**src/rtl/debounce_pkg.sv**
```systemverilog
// rtl/debounce_pkg.sv - shared constants and counter sizing for the push-button debouncer
//
// Purpose : default channel count and stability threshold, plus the width
//           helper used to size each channel's stability counter.

package debounce_pkg;

    localparam int N_BTN_DEF         = 9;
    localparam int STABLE_CYCLES_DEF = 4;

    // Counter must represent 0..STABLE_CYCLES; never narrower than one bit.
    function automatic int cnt_width(input int stable_cycles);
        int w;
        w = $clog2(stable_cycles + 1);
        return (w < 1) ? 1 : w;
    endfunction

endpackage

```
**src/rtl/debounce_cell.sv**
```systemverilog
// rtl/debounce_cell.sv - single-channel debouncer: optional synchronizer, stability counter, level register
//
// Purpose : accepts a new button level only after it has been seen on
//           STABLE_CYCLES consecutive clk_d edges; any matching sample in
//           between restarts the count.
// Config  : BTN_DEBOUNCE_SYNC_EN adds a two-flop synchronizer ahead of the
//           filter (two extra edges of latency). Without it the raw input is
//           used directly and must already be synchronous to clk_d.
// Ports   : clk_d     - divided game clock, rising edge
//           rst       - synchronous active-high reset
//           pb_raw    - raw button level, 1 = pressed
//           level     - registered debounced level
//           level_nxt - value level will take on the next edge

module debounce_cell
    import debounce_pkg::*;
#(
    parameter int STABLE_CYCLES = STABLE_CYCLES_DEF
) (
    input  logic clk_d,
    input  logic rst,
    input  logic pb_raw,
    output logic level,
    output logic level_nxt
);

    localparam int CW = cnt_width(STABLE_CYCLES);
    localparam logic [CW-1:0] CNT_LAST = CW'(STABLE_CYCLES - 1);

    logic          s;
    logic [CW-1:0] cnt;
    logic [CW-1:0] cnt_nxt;

`ifdef BTN_DEBOUNCE_SYNC_EN
    logic [1:0] sync_q;

    always_ff @(posedge clk_d) begin
        if (rst) begin
            sync_q <= 2'b00;
        end else begin
            sync_q <= {sync_q[0], pb_raw};
        end
    end

    assign s = sync_q[1];
`else
    assign s = pb_raw;
`endif

    // The counter only runs while the sample disagrees with the accepted
    // level; on the final disagreeing edge the level flips and the count
    // clears, so cnt never passes CNT_LAST.
    always_comb begin
        level_nxt = level;
        cnt_nxt   = '0;
        if (s != level) begin
            if (cnt == CNT_LAST) begin
                level_nxt = s;
            end else begin
                cnt_nxt = cnt + 1'b1;
            end
        end
    end

    always_ff @(posedge clk_d) begin
        if (rst) begin
            level <= 1'b0;
            cnt   <= '0;
        end else begin
            level <= level_nxt;
            cnt   <= cnt_nxt;
        end
    end

endmodule

```
**src/rtl/btn_debounce.sv**
```systemverilog
// rtl/btn_debounce.sv - array of independent button debouncers with any-pressed and change flags
//
// Purpose : N_BTN independent debounce cells plus two registered summary
//           flags derived from the cells' next-state levels, so both flags
//           line up with the pb_d update they describe.
// Config  : BTN_DEBOUNCE_SYNC_EN (see debounce_cell) enables per-channel
//           input synchronizers.
// Ports   : clk_d  - divided game clock, rising edge
//           rst    - synchronous active-high reset
//           pb_raw - raw bouncing button levels, 1 = pressed
//           pb_d   - debounced levels, registered
//           any_d  - registered OR of the debounced levels
//           chg    - one-cycle pulse alongside each pb_d update

module btn_debounce
    import debounce_pkg::*;
#(
    parameter int N_BTN         = N_BTN_DEF,
    parameter int STABLE_CYCLES = STABLE_CYCLES_DEF
) (
    input  logic             clk_d,
    input  logic             rst,
    input  logic [N_BTN-1:0] pb_raw,
    output logic [N_BTN-1:0] pb_d,
    output logic             any_d,
    output logic             chg
);

    logic [N_BTN-1:0] pb_nxt;

    for (genvar i = 0; i < N_BTN; i++) begin : g_cell
        debounce_cell #(
            .STABLE_CYCLES(STABLE_CYCLES)
        ) u_cell (
            .clk_d    (clk_d),
            .rst      (rst),
            .pb_raw   (pb_raw[i]),
            .level    (pb_d[i]),
            .level_nxt(pb_nxt[i])
        );
    end

    // Several channels flipping on one edge still yield a single chg cycle,
    // because the detector looks at the whole vector at once.
    always_ff @(posedge clk_d) begin
        if (rst) begin
            any_d <= 1'b0;
            chg   <= 1'b0;
        end else begin
            any_d <= |pb_nxt;
            chg   <= |(pb_nxt ^ pb_d);
        end
    end

endmodule

```
**config.mk**
```make
export PLATFORM = sky130hd
export DESIGN_NAME = btn_debounce
export DESIGN_NICKNAME = d
export VERILOG_FILES = /design/src/rtl/debounce_pkg.sv /design/src/rtl/debounce_cell.sv /design/src/rtl/btn_debounce.sv
export SDC_FILE = /design/constraint.sdc
export NUM_CORES = 1
export LEC_CHECK = 0
export CORE_ASPECT_RATIO = 0.7
export CORE_MARGIN = 5
export CORE_UTILIZATION = 45
export CTS_CLUSTER_SIZE = 40
export DETAILED_ROUTE_END_ITERATION = 16
export HOLD_SLACK_MARGIN = 0.05
export PLACE_DENSITY = 0.77
export REMOVE_ABC_BUFFERS = 1
export SLEW_MARGIN = 20
export SYNTH_ARGS = -nofsm -noshare
export SYNTH_HDL_FRONTEND = slang
export SYNTH_SLANG_ARGS = --single-unit
export TNS_END_PERCENT = 30
```
**constraint.sdc**
```tcl
create_clock -name clk_d -period 2.2 [get_ports clk_d]
set_clock_uncertainty 0.2 [all_clocks]
set_input_delay 0.44 -clock clk_d [delete_from_list [all_inputs] [get_ports clk_d]]
set_output_delay 0.44 -clock clk_d [all_outputs]
set_load 0.02 [all_outputs]
```
==> impl_summary.md, run 1 <==
Final layout
The number of filler instances in the final layout is 290. In the final layout, the share of cells above drive strength 1 is ~5.7%. From synthesis to final layout, the design area changed by 18.8%.

The final net count is about 200. The antenna cell count is 0.

Placement
At the end of routability-driven placement, the weighted congestion stood at ~0.71. The HPWL after detailed placement is 2130 um. The count of buffers added on input and output ports is 21.

Drt
After detailed routing, the number of vias per cell comes to between 4 and 5. The remaining number of nets flagged by the antenna check after routing is 0. The pre-antenna-repair detailed-routing pass consisted of 4 iterations. For this block, the initial DRC count from the detailed router was 38. The final route contains roughly 1,100 vias. For this run, design rule violations remaining after detail routing come to 0. The detail-routed net length per standard cell is about 12 um.

The final layout contains routed wiring with a total length of around 2700 um.

Critical path
The data required time at the worst endpoint is approximately 1.6 ns. STA classifies the critical path endpoint as an output port. The critical setup path kind is flop to output port. The worst setup path is launched from a flop. The largest single stage delay on the critical path is around 0.63 ns.

Grouping stages by cell kind, the critical path spends the most delay in buffers and inverters. On the critical path, the stage with the largest delay is an instance of clkdlybuf4s50_1. At the worst endpoint, the arrival time is roughly 1.3 ns. The total buffers and inverters traversed by the critical path is 1. Traced cell by cell, the critical path runs through clkdlybuf4s50_1. The largest fanout on the critical path is 3.

STA
For this run, the top clock speed supported by timing is a little over 500 MHz. Setup repair after global routing left no endpoint under its margin. For the final routed database, the setup TNS stands at 0 ns. The count of endpoints failing hold in the final timing report is 0. The post-layout minimum cycle time is 1.93 ns. The number of slew-limit violations in the final report is 0. At the pin with the least slew margin, the transition time is approximately 0.25 ns. The worst max-slew margin expressed relative to the limit is 83.1%. The final number of setup-violating endpoints is 0.

The final cycle utilization of the critical path is 87.9%.

CTS
The number of H-tree levels is 2. The cell sitting at the root of the clock tree is a clkbuf_8. The quantity of gates resized following cts is 0. Once the clock tree was built, the setup fixing pass inserted 0 buffers. The TritonCTS clock tree is yes.

The number of hold buffers added after CTS was 0. The clock passes through at most 2 buffers. The clock drives 38 sinks. The clock-pin slew on the worst setup and hold paths is about 0.080 ns. The number of buffers inserted during clock tree synthesis is 5. Clock latency on the worst-skew pair, taken at its later pin, is 0.29 ns.

Logic synthesis
The count of cell types in the netlist is 19. The synthesized design contains 38 register bits. The number of synthesis warnings is 0. The share of the synthesized area in compound gates (AO/OA/AOI/OAI) is 3.12%.

The cell taking the most area after synthesis is dfxtp_1. The xor and xnor area share after synthesis is between 5 and 6%. After synthesis, the largest family of logic cells by area is simple AND/OR/NAND/NOR gates.

The post-synthesis adder-cell area fraction is approximately 14%. The cell count after synthesis came out at ~160. The share of the Yosys chip area taken by registers is 48.7%.

The portion of synthesized area spent on multiplexers is under 10%. The average instance in the mapped netlist occupies about 10 sq um. The top cell type's share of synthesized area is approximately half.

The area of the mapped netlist is approximately 0.0016 sq mm. Of the total synthesized cell area, the portion taken by AND, OR, NAND and NOR gates is 15.4%. By area the synthesized netlist is led by dfxtp_1 49%, ha_1 14%, nor2_1 8.6%.

Global routing
The total global-route track usage is between 10% and 20%. The global-route wire length before repair is 4490 um. The total overflow left after global routing is 0.

The number of global-route vias before repair is around 1,100. Entering global routing, the biggest net connects 19 pins. The number of antenna violations at the first check in global routing is 0.

Floorplanning
Measured along the y axis, the die boundary spans 59.3 um. The die is 80.4 um wide. The total area inside the core boundary comes to 0.00323 sq mm. The count of pins on the block boundary is 22. After floorplanning, the core was divided into 17 placement rows. The floorplan die area is 0.00477 sq mm. For this configuration, the core starts out at a cell density of 48.3%.

Outcome
The run finished with clean final reports.

Power and ir drop
The ratio of total power to cell area is 700 mW/mm^2. The standby leakage power is slightly above 0.8 nW. The design draws 1.30 mW. The maximum vdd ir drop is between 300 and 400 uV.

Job
The number of maximum-capacitance constraint violations is 0.

Worst hold path
The path category of the worst min-delay check is flop to flop.
==> cells by family (layout without fill, tap and decap cells) <==
logic type,Yosys count,count (layout)
AOI/OAI and AO/OA,6,6
xor gates and xnor gates,9,9
adders and majority gates,18,18
muxes,9,9
DFF,38,38
buffers and inverters,22,41
and+or+nand+nor,55,55
==> sequential cells by signal, indices dropped and copies added (netlist names) <==
signal / flops
any_d: 1
chg: 1
g_cell.u_cell.cnt: 27
g_cell.u_cell.level: 9
==> worst paths after layout <==
path / from / to / slack, ns / depth (start not counted)
hold / removal: g_cell[6].u_cell.cnt[0] / g_cell[6].u_cell.cnt[0] / 0.22 / 1
setup reg to reg: g_cell[2].u_cell.cnt[0] / any_d / 0.58 / 5
setup / recovery: g_cell[2].u_cell.level / pb_d[2] / 0.27 / 1
hold reg to reg: g_cell[6].u_cell.cnt[0] / g_cell[6].u_cell.cnt[0] / 0.22 / 1
==> synthesized netlist by cell type <==
cell type / instances
inv_1: 11
xnor2_1: 1
buf_2: 2
and3_1: 7
dfxtp_1: 38
a222oi_1: 1
nor2_1: 36
a22oi_1: 2
and3_2: 1
ha_1: 18
or3_1: 1
nand2_1: 8
xor2_1: 8
a31oi_1: 1
mux2i_1: 9
buf_4: 9
a41oi_1: 1
a2bb2oi_1: 1
and4_1: 2
==> cell type report <==
type	instances	area [sq um]	area share (%)
Tap cell	47	58.8	3.17
Sequential cell	38	761	41.0
Multi-Input combinational cell	97	683	36.8
Clock buffer	6	82.6	4.45
Inverter	11	41.3	2.22
Clock inverter	2	12.5	0.674
Timing Repair Buffer	22	218	11.7
==> layer usage <==
metal | routed length [um] | track usage, %
met5 | 0 | 0
met4 | 68 | 6.02
met3 | 179 | 5.62
met2 | 1260 | 21.0
met1 | 1190 | 13.5
==> per-stage QoR <==
| stage | utilization, % | area [sq um] | setup slack, ns | hold slack (ns) | std cells |
|---|---|---|---|---|---|
| after floorplan | - | 1490 | 0.748 | 0.197 | 146 |
| after global placement | 54.5 | 1760 | 0.325 | 0.204 | 215 |
| after detailed placement | 54.5 | 1760 | 0.292 | 0.212 | 215 |
| after CTS | 57.4 | 1860 | 0.264 | 0.223 | 223 |
| after global routing | 57.4 | 1860 | 0.223 | 0.244 | 223 |
| final | 57.4 | 1860 | 0.267 | 0.217 | 223 |
==> cells in the final DEF, fill, tap and decap left out, types with 2 or more instances in the layout <==
| cell type | instances |
|---|---|
| ha_1 | 18 |
| clkdlybuf4s50_1 | 21 |
| mux2i_1 | 9 |
| nor2_1 | 36 |
| dfxtp_1 | 38 |
| clkbuf_8 | 6 |
| and3_1 | 7 |
| a22oi_1 | 2 |
| and4_1 | 2 |
| xor2_1 | 8 |
| nand2_1 | 8 |
| inv_1 | 11 |
==> where the power goes <==
part           total [mW]  switching, mW  leakage [nW]  internal (mW)
clock               0.492          0.240        0.0472          0.252
sequential          0.717        0.00974         0.309          0.708
combinational      0.0904         0.0455         0.449         0.0449
(Power assumes the default switching activity.)
==> run 2: changes to the inputs <==
--- a/config.mk
+++ b/config.mk
@@ -10,8 +10,9 @@
 export CORE_UTILIZATION = 45
 export CTS_CLUSTER_SIZE = 40
 export DETAILED_ROUTE_END_ITERATION = 16
+export DONT_BUFFER_PORTS = 1
 export HOLD_SLACK_MARGIN = 0.05
-export PLACE_DENSITY = 0.77
+export PLACE_DENSITY = 0.69
 export REMOVE_ABC_BUFFERS = 1
 export SLEW_MARGIN = 20
 export SYNTH_ARGS = -nofsm -noshare
==> run 2 against run 1 <==
Compared with the run above: critical path depth increased by 4; register-to-register slack about the same; global-route usage decreased by 0.20 points; cell count decreased by 9.4%; non-clock buffer count decreased by 21; critical path type is now flop to flop; critical endpoint is now any_d; fmax increased by 19%; sequential share of layout area increased by 5.3 points; clock-buffer cell count increased by 1; via count decreased by 9.6%; first-iteration DRC count increased by 2.6%.
==> impl_summary.md, run 2 (synthesis results as in run 1) <==
Critical path
The number of cell instances on the worst register-to-register path is 5 (unchanged). The highest cell delay on the worst timing path was 0.34 ns (-0.29 ns). The worst setup path is launched from a flop. The worst reg-to-reg setup slack is 0.58 ns (about the same). The startpoint identified for the worst register-to-register timing path is g_cell[0].u_cell.cnt[0]. The signal on the critical path passes through ha_1, ha_1, mux2i_1, and4_1, a31oi_1.

The total buffers and inverters traversed by the critical path was 0 (-1). The critical path's most frequent cell is ha_1. The beginning of the critical path is g_cell[0].u_cell.cnt[0]. The largest fanout on the critical path was 3 (unchanged).

On the critical path, the stage with the largest delay is an instance of dfxtp_1. The most critical setup path has its endpoint at any_d. The path length in cells of the critical path is 5 (+4). The arrival time at the worst endpoint was 1.58 ns (+0.29 ns). The capture instance of the worst register-to-register path is any_d.

The critical path's top delay family is adder cells. The sort of element at the end of the critical path is a flop. By startpoint and endpoint, the worst setup path is classified as flop to flop.

The data required time at the worst endpoint came to 2.16 ns (+0.60 ns).

CTS
The number of H-tree levels is 2 (unchanged). The maximum buffer depth of the clock tree was 2 (unchanged). The clock sink total is 38 (unchanged). The TritonCTS clock tree is yes. The quantity of gates resized following cts is 0 (unchanged). The clock insertion delay at the later pin of the skew report is 0.28 ns (about the same). The number of buffers inserted during clock tree synthesis came to 5 (unchanged). The clock-pin slew on the worst setup and hold paths is 0.07 ns (about the same). The tree is rooted in a clkbuf_8.

Power and ir drop
The maximum vdd ir drop is 364 uV (+0.98%). The standby leakage power was 0.729 nW (-9.5%). The post-layout total power is 1.26 mW (-3.2%). The ratio of total power to cell area is 765 mW/mm^2 (+9.2%).

Final layout
The number of filler instances in the final layout came to 309 (+6.6%). In the layout the commonest cells are 38 x dfxtp_1, 36 x nor2_1, 18 x ha_1. The utilization after layout is 50.9% (-6.5 points).

The flip-flop count of the largest register, all copies and words added is 27 (unchanged). The final instance area is 0.00165 sq mm (-11%). The post-route non-filler standard cell count is 202 (-9.4%). The final net count came to 183 (-10%). The area growth from synthesis to layout is 5.28%.

The library cell used most frequently in the layout, excluding fill and tap cells, is dfxtp_1. The share of layout cells above drive strength 1 was 5.16% (-0.52 points). The largest registers in the layout are g_cell.u_cell.cnt: 27 flops, g_cell.u_cell.level: 9 flops. The register name with the most flops is g_cell.u_cell.cnt.

The antenna cell count came to 0 (unchanged). The area taken by flip-flops and latches was 761 sq um (unchanged). The area of the multi-input gates is 683 sq um (unchanged).

STA
Setup repair after global routing left no endpoint under its margin. The measured slew at the worst slew-check pin is 0.433 ns (+0.187 ns). The count of endpoints failing hold in the final timing report was 0 (unchanged). The number of slew-limit violations in the final report is 0 (unchanged).

The final cycle utilization of the critical path is 73.6% (-14 points). The post-layout minimum cycle time came to 1.62 ns (-0.314 ns). The post-route worst setup slack came to 0.581 ns (+0.314 ns). The maximum operating frequency is 618 MHz (+19%). The aggregate negative setup slack is 0 ns (unchanged). The worst max-slew margin expressed relative to the limit is 71.0% (-12 points). The final number of setup-violating endpoints was 0 (unchanged). The worst-case hold slack is 0.129 ns (-0.0880 ns).

Placement
The worst slack at placement is 0.571 ns (+0.279 ns). The instance count after placement with tap cells included is 193 (-10%). The placed wire-length estimate came to 1950 um (-8.7%). The post-place instance area is 0.00154 sq mm (-12%). The final RePlAce weighted congestion came to 0.775 (+8.7%). The quantity of I/O buffers inserted on ports is 0 (-100%).

Global routing
The total global-route track usage was 12.3% (-0.20 points). The global-route wire length before repair was 4320 um (-3.7%). The final global-route overflow total is 0 (unchanged). The number of antenna violations at the first check in global routing is 0 (unchanged).

The pin count of the biggest net entering global routing is 12 (-7). The number of global-route vias before repair is 990 (-11%).

Drt
The via-per-instance ratio is 4.85 (-0.21%). The length of the first detailed-routing pass in iterations came to 4 (unchanged). The routed wire length came to 2540 um (-5.7%). The remaining number of nets flagged by the antenna check after routing is 0 (unchanged).

The count of unresolved DRC violations after routing is 0 (unchanged). The total number of vias is 979 (-9.6%). The DRC marker count from the first detailed-route iteration is 39 (+2.6%).

The detail-routed net length per standard cell came to 12.6 um (+4.1%).

Floorplanning
The effective utilization at floorplan was 48.3% (unchanged). The die height is 59.3 um (unchanged). The floorplan die area is 0.00477 sq mm (unchanged). The area of the core region was 0.00323 sq mm (unchanged).

The count of pins on the block boundary is 22 (unchanged). The die span in x is 80.4 um (unchanged). The floorplan row count came to 17 (unchanged).

Worst hold path
The path category of the worst min-delay check is primary input to flop.

Outcome
The flow ran to the end, and the final reports show no timing, DRC or antenna violations.

Job
The number of maximum-capacitance constraint violations is 0 (unchanged).
run 2: timing repair:
item / 4_1_cts / 5_1_grt
buffers inserted: 0 / 0
setup endpoints to repair: 0 / 0
endpoints found under the hold margin: 11 / 0
hold buffers: 1 / 0
run 2: where the power goes:
part           internal (mW)  total (mW)  switching [mW]
Sequential             0.708       0.721          0.0132
Clock                  0.253       0.481           0.229
Combinational         0.0248      0.0557          0.0309
run 2: how the worst min path moves through the flow:
stage,endpoint,from,cells after the start,slack (ns)
after global placement,g_cell[0].u_cell.cnt[0],g_cell[0].u_cell.cnt[0],1,0.20
after floorplan,g_cell[3].u_cell.cnt[0],g_cell[3].u_cell.cnt[0],1,0.20
after detailed placement,g_cell[3].u_cell.cnt[0],g_cell[3].u_cell.cnt[0],1,0.21
after global routing,g_cell[7].u_cell.cnt[2],rst,3,0.13
final,g_cell[2].u_cell.level,pb_raw[2],2,0.13
after CTS,g_cell[5].u_cell.cnt[0],rst,3,0.12
run 2: layer usage:
| metal | GRT usage [%] | part of all wire (%) | up-vias | wire [um] |
|---|---|---|---|---|
| li1 | - | - | 502 | - |
| met1 | 14.8 | 47 | 451 | 1200 |
| met2 | 18.5 | 44 | 19 | 1130 |
| met3 | 4.86 | 6.5 | 7 | 166 |
| met4 | 7.47 | 1.8 | 0 | 47 |
| met5 | 0 | 0 | - | 0 |
run 2: layout make-up:
| class | instances | area share, % |
|---|---|---|
| tap | 47 | 3.57 |
| sequential | 38 | 46.2 |
| timing repair buffer | 1 | 0.608 |
| inverter | 11 | 2.51 |
| clock buffer | 7 | 5.25 |
| clock inverter | 1 | 0.304 |
| multi-input combinational | 97 | 41.5 |
